<file path="config.mk">
export PLATFORM = sky130hd
export DESIGN_NAME = seg_game_ctrl_flat
export DESIGN_NICKNAME = d
export VERILOG_FILES = /design/src/rtl/seg_game_pkg.sv /design/src/rtl/seg_game_ctrl_if.sv /design/src/rtl/seg_game_ctrl_rise_pulse.sv /design/src/rtl/seg_game_ctrl.sv /design/src/flat_wrapper.sv
export SDC_FILE = /design/constraint.sdc
export NUM_CORES = 1
export LEC_CHECK = 0
export BUFFER_PORTS_ARGS = -buffer_cell sky130_fd_sc_hd__buf_2
export CAP_MARGIN = 20
export CORE_UTILIZATION = 40
export CTS_BUF_LIST = sky130_fd_sc_hd__clkbuf_16
export DETAILED_ROUTE_END_ITERATION = 16
export PLACE_DENSITY_LB_ADDON = 0.08
export SETUP_SLACK_MARGIN = 0.2
export SLEW_MARGIN = 20
export SYNTH_ARGS = -nofsm -noshare
export SYNTH_HDL_FRONTEND = slang
export SYNTH_SLANG_ARGS = --single-unit
</file>
<file path="constraint.sdc">
create_clock -name clk -period 3 [get_ports clk]
set_input_delay 0.15 -clock clk [delete_from_list [all_inputs] [get_ports clk]]
set_output_delay 0.15 -clock clk [all_outputs]
set_load 0.005 [all_outputs]
</file>
<file path="src/rtl/seg_game_pkg.sv">
// Shared types and constants for the seven-segment reaction game controller.
// Holds the FSM state type, fixed segment patterns and the ring-position decoder.
package seg_game_pkg;

  typedef enum logic [1:0] {
    IDLE = 2'd0,
    RUN  = 2'd1,
    STEP = 2'd2,
    OVER = 2'd3
  } state_t;

  localparam logic [6:0] SEG_OFF = 7'h00;
  localparam logic [6:0] SEG_G   = 7'h40;
  localparam logic [6:0] SEG_ALL = 7'h7F;

  // Ring position p lights outer segment p (0=a .. 5=f).
  function automatic logic [6:0] ring_seg(input logic [2:0] pos);
    ring_seg = 7'h01 << pos;
  endfunction

endpackage

</file>
<file path="src/rtl/seg_game_ctrl_if.sv">
// Link between the game controller (master) and the delay stage (slave):
// the expiry level coming back and the enable/load/restart controls going out.
interface seg_game_ctrl_if;

  logic finish;
  logic delay_en;
  logic load_delay;
  logic delay_restart;

  modport master (
    input  finish,
    output delay_en,
    output load_delay,
    output delay_restart
  );

  modport slave (
    output finish,
    input  delay_en,
    input  load_delay,
    input  delay_restart
  );

endinterface

</file>
<file path="src/rtl/seg_game_ctrl_rise_pulse.sv">
// Rising-edge detector for an already synchronised, debounced button level.
// One flop remembers the previous level; the pulse lasts exactly one cycle per press.
module rise_pulse (
  input  logic clk,
  input  logic rst_n,
  input  logic btn_i,
  output logic pulse_o
);

  logic btn_q;
  logic btn_d;

  always_comb begin
    btn_d = btn_i;
  end

  always_ff @(posedge clk) begin
    if (!rst_n) btn_q <= 1'b0;
    else        btn_q <= btn_d;
  end

  // Suppressed during reset so no restart pulse leaks out while rst_n is low.
  assign pulse_o = btn_i & ~btn_q & rst_n;

endmodule

</file>
<file path="src/rtl/seg_game_ctrl.sv">
// Reaction game controller: steps a lit segment around the display ring on each delay expiry.
// Optional build macro SEG_GAME_HIT_FLASH_EN lights all segments after a scoring hit until the next step.
module seg_game_ctrl
  import seg_game_pkg::*;
#(
  parameter int unsigned NUM_POS    = 6,
  parameter int unsigned SCORE_W    = 4,
  parameter int unsigned MAX_MISS   = 3,
  parameter int unsigned TARGET_POS = 0
) (
  input  logic               clk,
  input  logic               rst_n,
  input  logic               start_btn,
  input  logic               hit_btn,
  seg_game_ctrl_if.master    dly,
  output logic [6:0]         seg,
  output logic [SCORE_W-1:0] score,
  output logic               game_over
);

  localparam logic [2:0]         LAST_POS  = 3'(NUM_POS - 1);
  localparam logic [2:0]         TGT_POS   = 3'(TARGET_POS);
  localparam logic [2:0]         MISS_LIM  = 3'(MAX_MISS);
  localparam logic [SCORE_W-1:0] SCORE_MAX = '1;

  state_t             state_q, state_d;
  logic [2:0]         pos_q, pos_d;
  logic [SCORE_W-1:0] score_q, score_d;
  logic [2:0]         miss_q, miss_d;
  logic               armed_q, armed_d;
  logic               start_p, hit_p;
  logic               score_hit;
  logic               show_all;

  rise_pulse u_start_edge (
    .clk     (clk),
    .rst_n   (rst_n),
    .btn_i   (start_btn),
    .pulse_o (start_p)
  );

  rise_pulse u_hit_edge (
    .clk     (clk),
    .rst_n   (rst_n),
    .btn_i   (hit_btn),
    .pulse_o (hit_p)
  );

  always_ff @(posedge clk) begin
    if (!rst_n) begin
      state_q <= IDLE;
      pos_q   <= 3'd0;
      score_q <= '0;
      miss_q  <= 3'd0;
      armed_q <= 1'b1;
    end else begin
      state_q <= state_d;
      pos_q   <= pos_d;
      score_q <= score_d;
      miss_q  <= miss_d;
      armed_q <= armed_d;
    end
  end

  // Hits are judged against the pre-advance position, also during STEP, so the
  // miss limit is checked on the updated count before leaving RUN or STEP.
  always_comb begin
    state_d   = state_q;
    pos_d     = pos_q;
    score_d   = score_q;
    miss_d    = miss_q;
    armed_d   = armed_q;
    score_hit = 1'b0;

    if ((state_q == RUN || state_q == STEP) && hit_p && armed_q) begin
      armed_d = 1'b0;
      if (pos_q == TGT_POS) begin
        score_hit = 1'b1;
        if (score_q != SCORE_MAX) score_d = score_q + 1'b1;
      end else begin
        miss_d = miss_q + 3'd1;
      end
    end

    case (state_q)
      IDLE: begin
        if (start_p) begin
          state_d = RUN;
          pos_d   = 3'd0;
          score_d = '0;
          miss_d  = 3'd0;
          armed_d = 1'b1;
        end
      end
      RUN: begin
        if (miss_d == MISS_LIM) state_d = OVER;
        else if (dly.finish)    state_d = STEP;
      end
      STEP: begin
        pos_d   = (pos_q == LAST_POS) ? 3'd0 : pos_q + 3'd1;
        armed_d = 1'b1;
        state_d = (miss_d == MISS_LIM) ? OVER : RUN;
      end
      OVER: begin
        if (start_p) state_d = IDLE;
      end
      default: state_d = IDLE;
    endcase
  end

`ifdef SEG_GAME_HIT_FLASH_EN
  logic flash_q, flash_d;

  always_comb begin
    flash_d = flash_q;
    if (score_hit) flash_d = 1'b1;
    if (state_q == STEP || (state_q == IDLE && start_p)) flash_d = 1'b0;
  end

  always_ff @(posedge clk) begin
    if (!rst_n) flash_q <= 1'b0;
    else        flash_q <= flash_d;
  end

  assign show_all = flash_q;
`else
  assign show_all = 1'b0;
`endif

  always_comb begin
    dly.delay_en      = 1'b0;
    dly.load_delay    = 1'b0;
    dly.delay_restart = 1'b0;
    seg               = SEG_OFF;
    case (state_q)
      IDLE: begin
        dly.load_delay    = 1'b1;
        dly.delay_restart = start_p;
      end
      RUN: begin
        dly.delay_en = 1'b1;
        seg          = show_all ? SEG_ALL : ring_seg(pos_q);
      end
      STEP: begin
        dly.delay_restart = 1'b1;
        seg               = show_all ? SEG_ALL : ring_seg(pos_q);
      end
      OVER: seg = SEG_G;
      default: seg = SEG_OFF;
    endcase
  end

  assign score     = score_q;
  assign game_over = (state_q == OVER);

endmodule

</file>
<file path="src/flat_wrapper.sv">
// flat-port wrapper written by rule: the top's interface ports become plain ports
module seg_game_ctrl_flat import seg_game_pkg::*;
#(
  parameter int unsigned NUM_POS    = 6,
  parameter int unsigned SCORE_W    = 4,
  parameter int unsigned MAX_MISS   = 3,
  parameter int unsigned TARGET_POS = 0
)
  (clk, rst_n, start_btn, hit_btn, seg, score, game_over, dly_finish, dly_delay_en, dly_load_delay, dly_delay_restart);
  seg_game_ctrl_if dly_i ();
  input  logic clk;
  input  logic rst_n;
  input  logic start_btn;
  input  logic hit_btn;
  output logic [6:0] seg;
  output logic [SCORE_W-1:0] score;
  output logic game_over;
  input wire logic [$bits(dly_i.finish)-1:0] dly_finish;
  output wire logic [$bits(dly_i.delay_en)-1:0] dly_delay_en;
  output wire logic [$bits(dly_i.load_delay)-1:0] dly_load_delay;
  output wire logic [$bits(dly_i.delay_restart)-1:0] dly_delay_restart;
  assign dly_i.finish = dly_finish;
  assign dly_delay_en = dly_i.delay_en;
  assign dly_load_delay = dly_i.load_delay;
  assign dly_delay_restart = dly_i.delay_restart;
  seg_game_ctrl #(.NUM_POS(NUM_POS), .SCORE_W(SCORE_W), .MAX_MISS(MAX_MISS), .TARGET_POS(TARGET_POS)) u_core (.clk(clk), .rst_n(rst_n), .start_btn(start_btn), .hit_btn(hit_btn), .dly(dly_i), .seg(seg), .score(score), .game_over(game_over));
endmodule
</file>
==> results.yml, run 1 <==
layout:
  final_nets: 149
  area_growth_pct: 20.4
  seq_area_um2: 300
  diodes: 0
  drive_gt1_share_pct: 20.6
  fillers: 236
  fin_util_pct: 50.8
  multi_input_area_um2: 584
clock_network:
  cts.htree.levels: 1
  clkLatencyLatePin_ns: 0.24
  root_buffer: "clkbuf_16"
  cts.sinks: 15
  post_cts_buffers: 0
  clk_pin_slew_worst_paths_ns: 0.05
  post_cts_resize_count: 0
  postCtsHoldBufs: 0
  cts_tree: "yes"
  cts_buffers: 3
  cts_buffer_depth: 2
power:
  p_int_uw: 482
  combPwrFrac_pct: 32.3
  switching_share_pct: 34.3
  p_leak_nw: 0.499
  p_per_area_mw_per_mm2: 653
  p_clk_share_pct: 35.1
  power_frac_seq_pct: 32.6
  switchingPower_uw: 252
  peakVddDrop_mv: 0.337
worst_setup_path:
  crit_slowest_cell: "dfxtp_1"
  critical_path.max_stage_delay_ns: 0.44
  path_buf_inv: 1
  crit_chain: "inv_1 -> ha_1 -> and4b_1 -> a311o_1 -> o2111ai_1 -> a21bo_2 -> nand2_1"
  critical_path_arrival_ns: 2.17
  critPathMaxFanout: 8
  cp-start-kind: "flip-flop"
  crit_type: "reg -> reg"
  crit_family: "compound AO/OA/AOI/OAI gates"
  worst_setup_path_end_kind: "flip-flop"
  cp.required_ns: 3.13
floorplan:
  core_mm2: 0.00221
  dieArea_mm2: 0.00253
  fp.dieH_um: 50.3
  die_w_um: 50.3
  rows: 17
  start_util_pct: 42.2
  io_pins: 20
drt:
  wl_per_cell_um: 12.5
  dr.first_iter.drc_count: 12
  wirelength_um: 2060
  drc: 0
  first_pass_iters: 4
  ant_nets: 0
  vias: 853
  routed_via_density: 5.20
yosys:
  yosysWarningCount: 0
  synth_area_um2: 933
  synthXorXnorAreaFrac_pct: 3.75
  muxShareOfSynthArea_pct: 1.07
  synth_cells: 116
  yosysTopAreaCell: "dfxtp_1"
  synth_top_family_by_area: "simple AND/OR/NAND/NOR gates"
  synth_seq_cells: 15
  synth_nets: 128
  synth_top_area_share_pct: 32.2
  synthSimpleGateAreaFrac_pct: 30.6
  synth.area.top_cells: "dfxtp_1, ha_1, nand2_1"
  synthAdderAreaFrac_pct: 9.38
  avgSynthCellArea_um2: 8.05
  synth_compound_area_share_pct: 17.8
  synth_cell_types: 36
  synth_seq_area_share_pct: 32.2
sta:
  layout_min_cycle_time_ns: 2.04
  max_freq_ghz: 0.491
  hold_violations: 0
  setup_viol_count_final: 0
  post-route-period-util_pct: 67.9
  fin_skew_ns: 0.000971
  rsz0062_at_grt: "false"
  slew_headroom_pct: 64.6
  tightestPinTransition_ns: 0.526
  finalSetupTns_ns: 0
  report.final.slew_viol_count: 0
global_route:
  grt_overflow: 0
  grt_pass1_vias: 791
  antenna_found_initial: 0
  track_usage_pct: 18.1
  grt_max_degree: 14
  grt_pass1_wl_um: 3440
run:
  drv_cap: 0
worst_hold_path:
  hp-class: "in -> reg"
placement:
  numPortBuffers: 19
  hpwl_um: 1570
  gp_congestion: 0.816
run_status:
  status: "finished, final reports clean"
final timing paths:
| path | start | to | slack [ns] | cells after the start |
|---|---|---|---|---|
| worst min-delay path | start_btn | u_core.u_start_edge.btn_q | 0.14 | 2 |
| worst max register to register | u_core.state_q[0] | u_core.state_q[1] | 0.96 | 7 |
| worst min register to register | u_core.miss_q[1] | u_core.miss_q[1] | 0.48 | 2 |
| worst max-delay path | u_core.state_q[0] | u_core.state_q[1] | 0.96 | 7 |
layer usage:
| metal | vias up | track usage (%) | part of all wire, % |
|---|---|---|---|
| met2 | 13 | 29.6 | 46 |
| met3 | 2 | 3.64 | 2.9 |
| met1 | 383 | 22.7 | 50 |
| met5 | - | 0 | 0 |
| li1 | 455 | - | - |
| met4 | 0 | 8.33 | 0.83 |
area by class of cell:
class	instances	share of cell area, %
timing repair buffer	19	8.46
clock buffer	3	6.68
sequential	15	26.7
clock inverter	1	0.334
multi-input combinational	90	52.0
tap	28	3.12
inverter	8	2.67
kinds of logic (layout without fill, tap and decap cells):
family,after synthesis,in the layout
DFF,15,15
and+or+nand+nor,53,53
buffers and inverters,11,31
xor gates and xnor gates,4,4
adders and majority gates,7,7
AOI/OAI and AO/OA,25,25
muxes,1,1
Yosys cell counts:
cell type and count:
a211oi_1 2, a21bo_2 1, a21boi_0 2, a21oi_1 6, a311o_1 1, a31o_2 1, a31oi_1 2, a32oi_1 1
and2_1 5, and3_1 2, and4_1 1, and4b_1 1, buf_6 1, clkbuf_1 2, dfxtp_1 15, ha_1 7
inv_1 8, mux2i_1 1, nand2_1 15, nand2b_1 2, nand3_1 5, nand3b_1 2, nand4_1 1, nor2_1 9
nor2b_1 2, nor3_1 3, nor3b_1 1, nor3b_2 1, o2111ai_1 2, o21ai_0 6, o221ai_1 1, or2_2 1
or3_4 1, or3b_2 1, xnor2_1 2, xor2_1 2
power by group through the flow:
stage	sequential, mW	clock (mW)	combinational (mW)
floorplan	0.238	0	0.170
global placement	0.242	0	0.230
finish	0.239	0.257	0.237
global route	0.241	0.274	0.266
CTS	0.239	0.263	0.239
detailed placement	0.243	0	0.237
state kept, by name, indices dropped and copies added (netlist names):
name / count
u_core.armed_q: 1
u_core.miss_q: 3
u_core.pos_q: 3
u_core.score: 4
u_core.state_q: 2
u_core.u_hit_edge.btn_q: 1
u_core.u_start_edge.btn_q: 1
layout by cell type (no fill, tap or decap), types with 2 or more instances in the layout:
cell type	netlist	routed
and3_1	2	2
ha_1	7	7
a31oi_1	2	2
nor2_1	9	9
o2111ai_1	2	2
xnor2_1	2	2
xor2_1	2	2
nand2_1	15	15
dfxtp_1	15	15
clkbuf_16	0	3
o21ai_0	6	6
buf_2	0	19
a211oi_1	2	2
nor3_1	3	3
and2_1	5	5
nand3_1	5	5
nor2b_1	2	2
nand2b_1	2	2
inv_1	8	9
nand3b_1	2	2
a21boi_0	2	2
a21oi_1	6	6
per-stage QoR:
stage | total power, mW | cell area (um2) | setup WS (ns) | std cells | hold slack [ns]
floorplan | 0.407 | 933 | 1.15 | 116 | 0.272
global placement | 0.472 | 1040 | 1.05 | 160 | 0.379
detailed placement | 0.479 | 1040 | 0.977 | 160 | 0.397
CTS | 0.740 | 1120 | 0.967 | 164 | 0.146
global route | 0.782 | 1120 | 0.802 | 164 | 0.162
finish | 0.733 | 1120 | 0.964 | 164 | 0.142
Note: power is estimated with default switching activity, not from simulation.
==> run 2: changes to the inputs <==
==> constraint.sdc (replaced) <==
create_clock -name clk -period 1.8 [get_ports clk]
set_input_delay 0.09 -clock clk [delete_from_list [all_inputs] [get_ports clk]]
set_output_delay 0.09 -clock clk [all_outputs]
set_load 0.005 [all_outputs]
==> results.yml, run 2 (synthesis results as in run 1) <==
run_status:
  status: "finished, final reports clean"
sta:
  fin_skew_ns: 0.00307
  max_freq_ghz: 0.589
  rsz0062_at_grt: "true"
  setup_viol_count_final: 0
  hold_violations: 0
  post-route-period-util_pct: 94.4
  slew_headroom_pct: 82.5
  layout_min_cycle_time_ns: 1.70
  report.final.slew_viol_count: 0
  tightestPinTransition_ns: 0.260
  finalSetupTns_ns: 0
clock_network:
  cts_buffers: 3
  root_buffer: "clkbuf_16"
  clkLatencyLatePin_ns: 0.25
  clk_pin_slew_worst_paths_ns: 0.05
  cts.sinks: 15
  cts.htree.levels: 1
  cts_tree: "yes"
  cts_buffer_depth: 2
layout:
  layout_commonest_cell: "buf_2"
  largest_reg_flops: 4
  fin_util_pct: 56.0
  final_nets: 158
  layout_common_cells: "buf_2, nand2_1, dfxtp_1"
  diodes: 0
  final-instance-count-excl-fill: 173
  fillers: 212
  drive_gt1_share_pct: 33.1
  seq_area_um2: 308
  multi_input_area_um2: 621
  final_cell_area_mm2: 0.00124
  area_growth_pct: 32.7
worst_hold_path:
  hp-class: "in -> reg"
floorplan:
  die_w_um: 50.3
  dieArea_mm2: 0.00253
  fp.dieH_um: 50.3
  core_mm2: 0.00221
  io_pins: 20
  start_util_pct: 42.2
  rows: 17
global_route:
  track_usage_pct: 18.0
  use_met3_pct: 4.55
  grt_use_met1_pct: 21.2
  grt_pass1_wl_um: 3370
  grt_use_met2_pct: 29.8
  antenna_found_initial: 0
  grt_overflow: 0
  busiest_layer: "met2"
  grt_max_degree: 14
  grt_pass1_vias: 791
power:
  switchingPower_uw: 461
  power_frac_seq_pct: 28.5
  p_int_uw: 915
  total_power_mw: 1.38
  peakVddDrop_mv: 0.743
  switching_share_pct: 33.5
  p_clk_share_pct: 32.0
  p_per_area_mw_per_mm2: 1110
  p_leak_nw: 0.543
  combPwrFrac_pct: 39.5
worst_setup_path:
  crit_chain: "inv_4 -> ha_4 -> and4b_2 -> nor3b_4 -> nand4_1 -> nor3_2 -> a211oi_1"
  critical_path_arrival_ns: 1.82
  worst_setup_path_end_kind: "flip-flop"
  crit_family: "simple AND/OR/NAND/NOR gates"
  path_buf_inv: 1
  critical_path.max_stage_delay_ns: 0.36
  critPathMaxFanout: 5
  crit_slowest_cell: "dfxtp_4"
  cp-start-kind: "flip-flop"
  cp.required_ns: 1.92
  crit_type: "reg -> reg"
drt:
  drc: 0
  wirelength_um: 2150
  vias: 921
  routed_via_density: 5.32
  wl_per_cell_um: 12.4
  first_pass_iters: 4
  ant_nets: 0
  dr.first_iter.drc_count: 14
placement:
  gp_congestion: 0.768
  dp.cells: 163
  numPortBuffers: 19
  hpwl_um: 1490
  placed_cell_area_mm2: 0.00110
run:
  drv_cap: 0
-- run 2: metrics by stage --
stage / worst slack [ns] / hold WS, ns
3_3_place_gp: 0.0901 / 0.319
3_5_place_dp: 0.0302 / 0.314
5_1_grt: 0.00846 / 0.0752
2_1_floorplan: 0.194 / 0.212
4_1_cts: 0.0999 / 0.0630
6_report: 0.101 / 0.0624
-- run 2: area by class of cell --
| type | count | area share (%) |
|---|---|---|
| inverters | 8 | 2.63 |
| clock inverters | 1 | 0.404 |
| repair buffers | 28 | 13.1 |
| flip-flops and latches | 15 | 24.8 |
| well taps | 28 | 2.83 |
| multi-input cells | 90 | 50.1 |
| clock buffers | 3 | 6.06 |
-- run 2: timing repair --
action / CTS / global route
setup endpoints to repair: 7 / 8
gates resized for setup: 5 / 3
buffers inserted: 5 / 1
pin swaps: 7 / 2
hold buffers: 0 / 0
-- run 2: metal layers --
layer / vias to the layer above / share of wire (%)
met5: - / 0
met3: 4 / 4.5
met2: 24 / 47
met4: 0 / 1.9
li1: 467 / -
met1: 426 / 47
-- run 2: worst register-to-register path, delay by kind of cell (launching register included) --
| kind | cells | cell delay (ns) |
|---|---|---|
| buf+inv | 1 | 0.04 |
| fa+ha+maj | 1 | 0.25 |
| flops | 1 | 0.36 |
| compound gates | 1 | 0.06 |
| simple gates | 4 | 0.87 |
-- run 2: path summary, 6_finish.rpt --
kind                                   startpoint                      end  slack (ns)  cells after the start
worst max-delay path            u_core.state_q[1]          u_core.score[3]        0.10                      7
worst min-delay path                      hit_btn  u_core.u_hit_edge.btn_q        0.06                      2
worst max register to register  u_core.state_q[1]          u_core.score[3]        0.10                      7
worst min register to register    u_core.score[1]          u_core.score[1]        0.49                      2
-- run 2: power groups by stage --
stage / Clock [mW] / Combinational (mW) / Sequential (mW)
4_1_cts: 0.443 / 0.533 / 0.391
5_1_grt: 0.462 / 0.608 / 0.393
2_1_floorplan: 0 / 0.319 / 0.407
3_3_place_gp: 0 / 0.456 / 0.410
3_5_place_dp: 0 / 0.463 / 0.413
6_report: 0.440 / 0.544 / 0.392
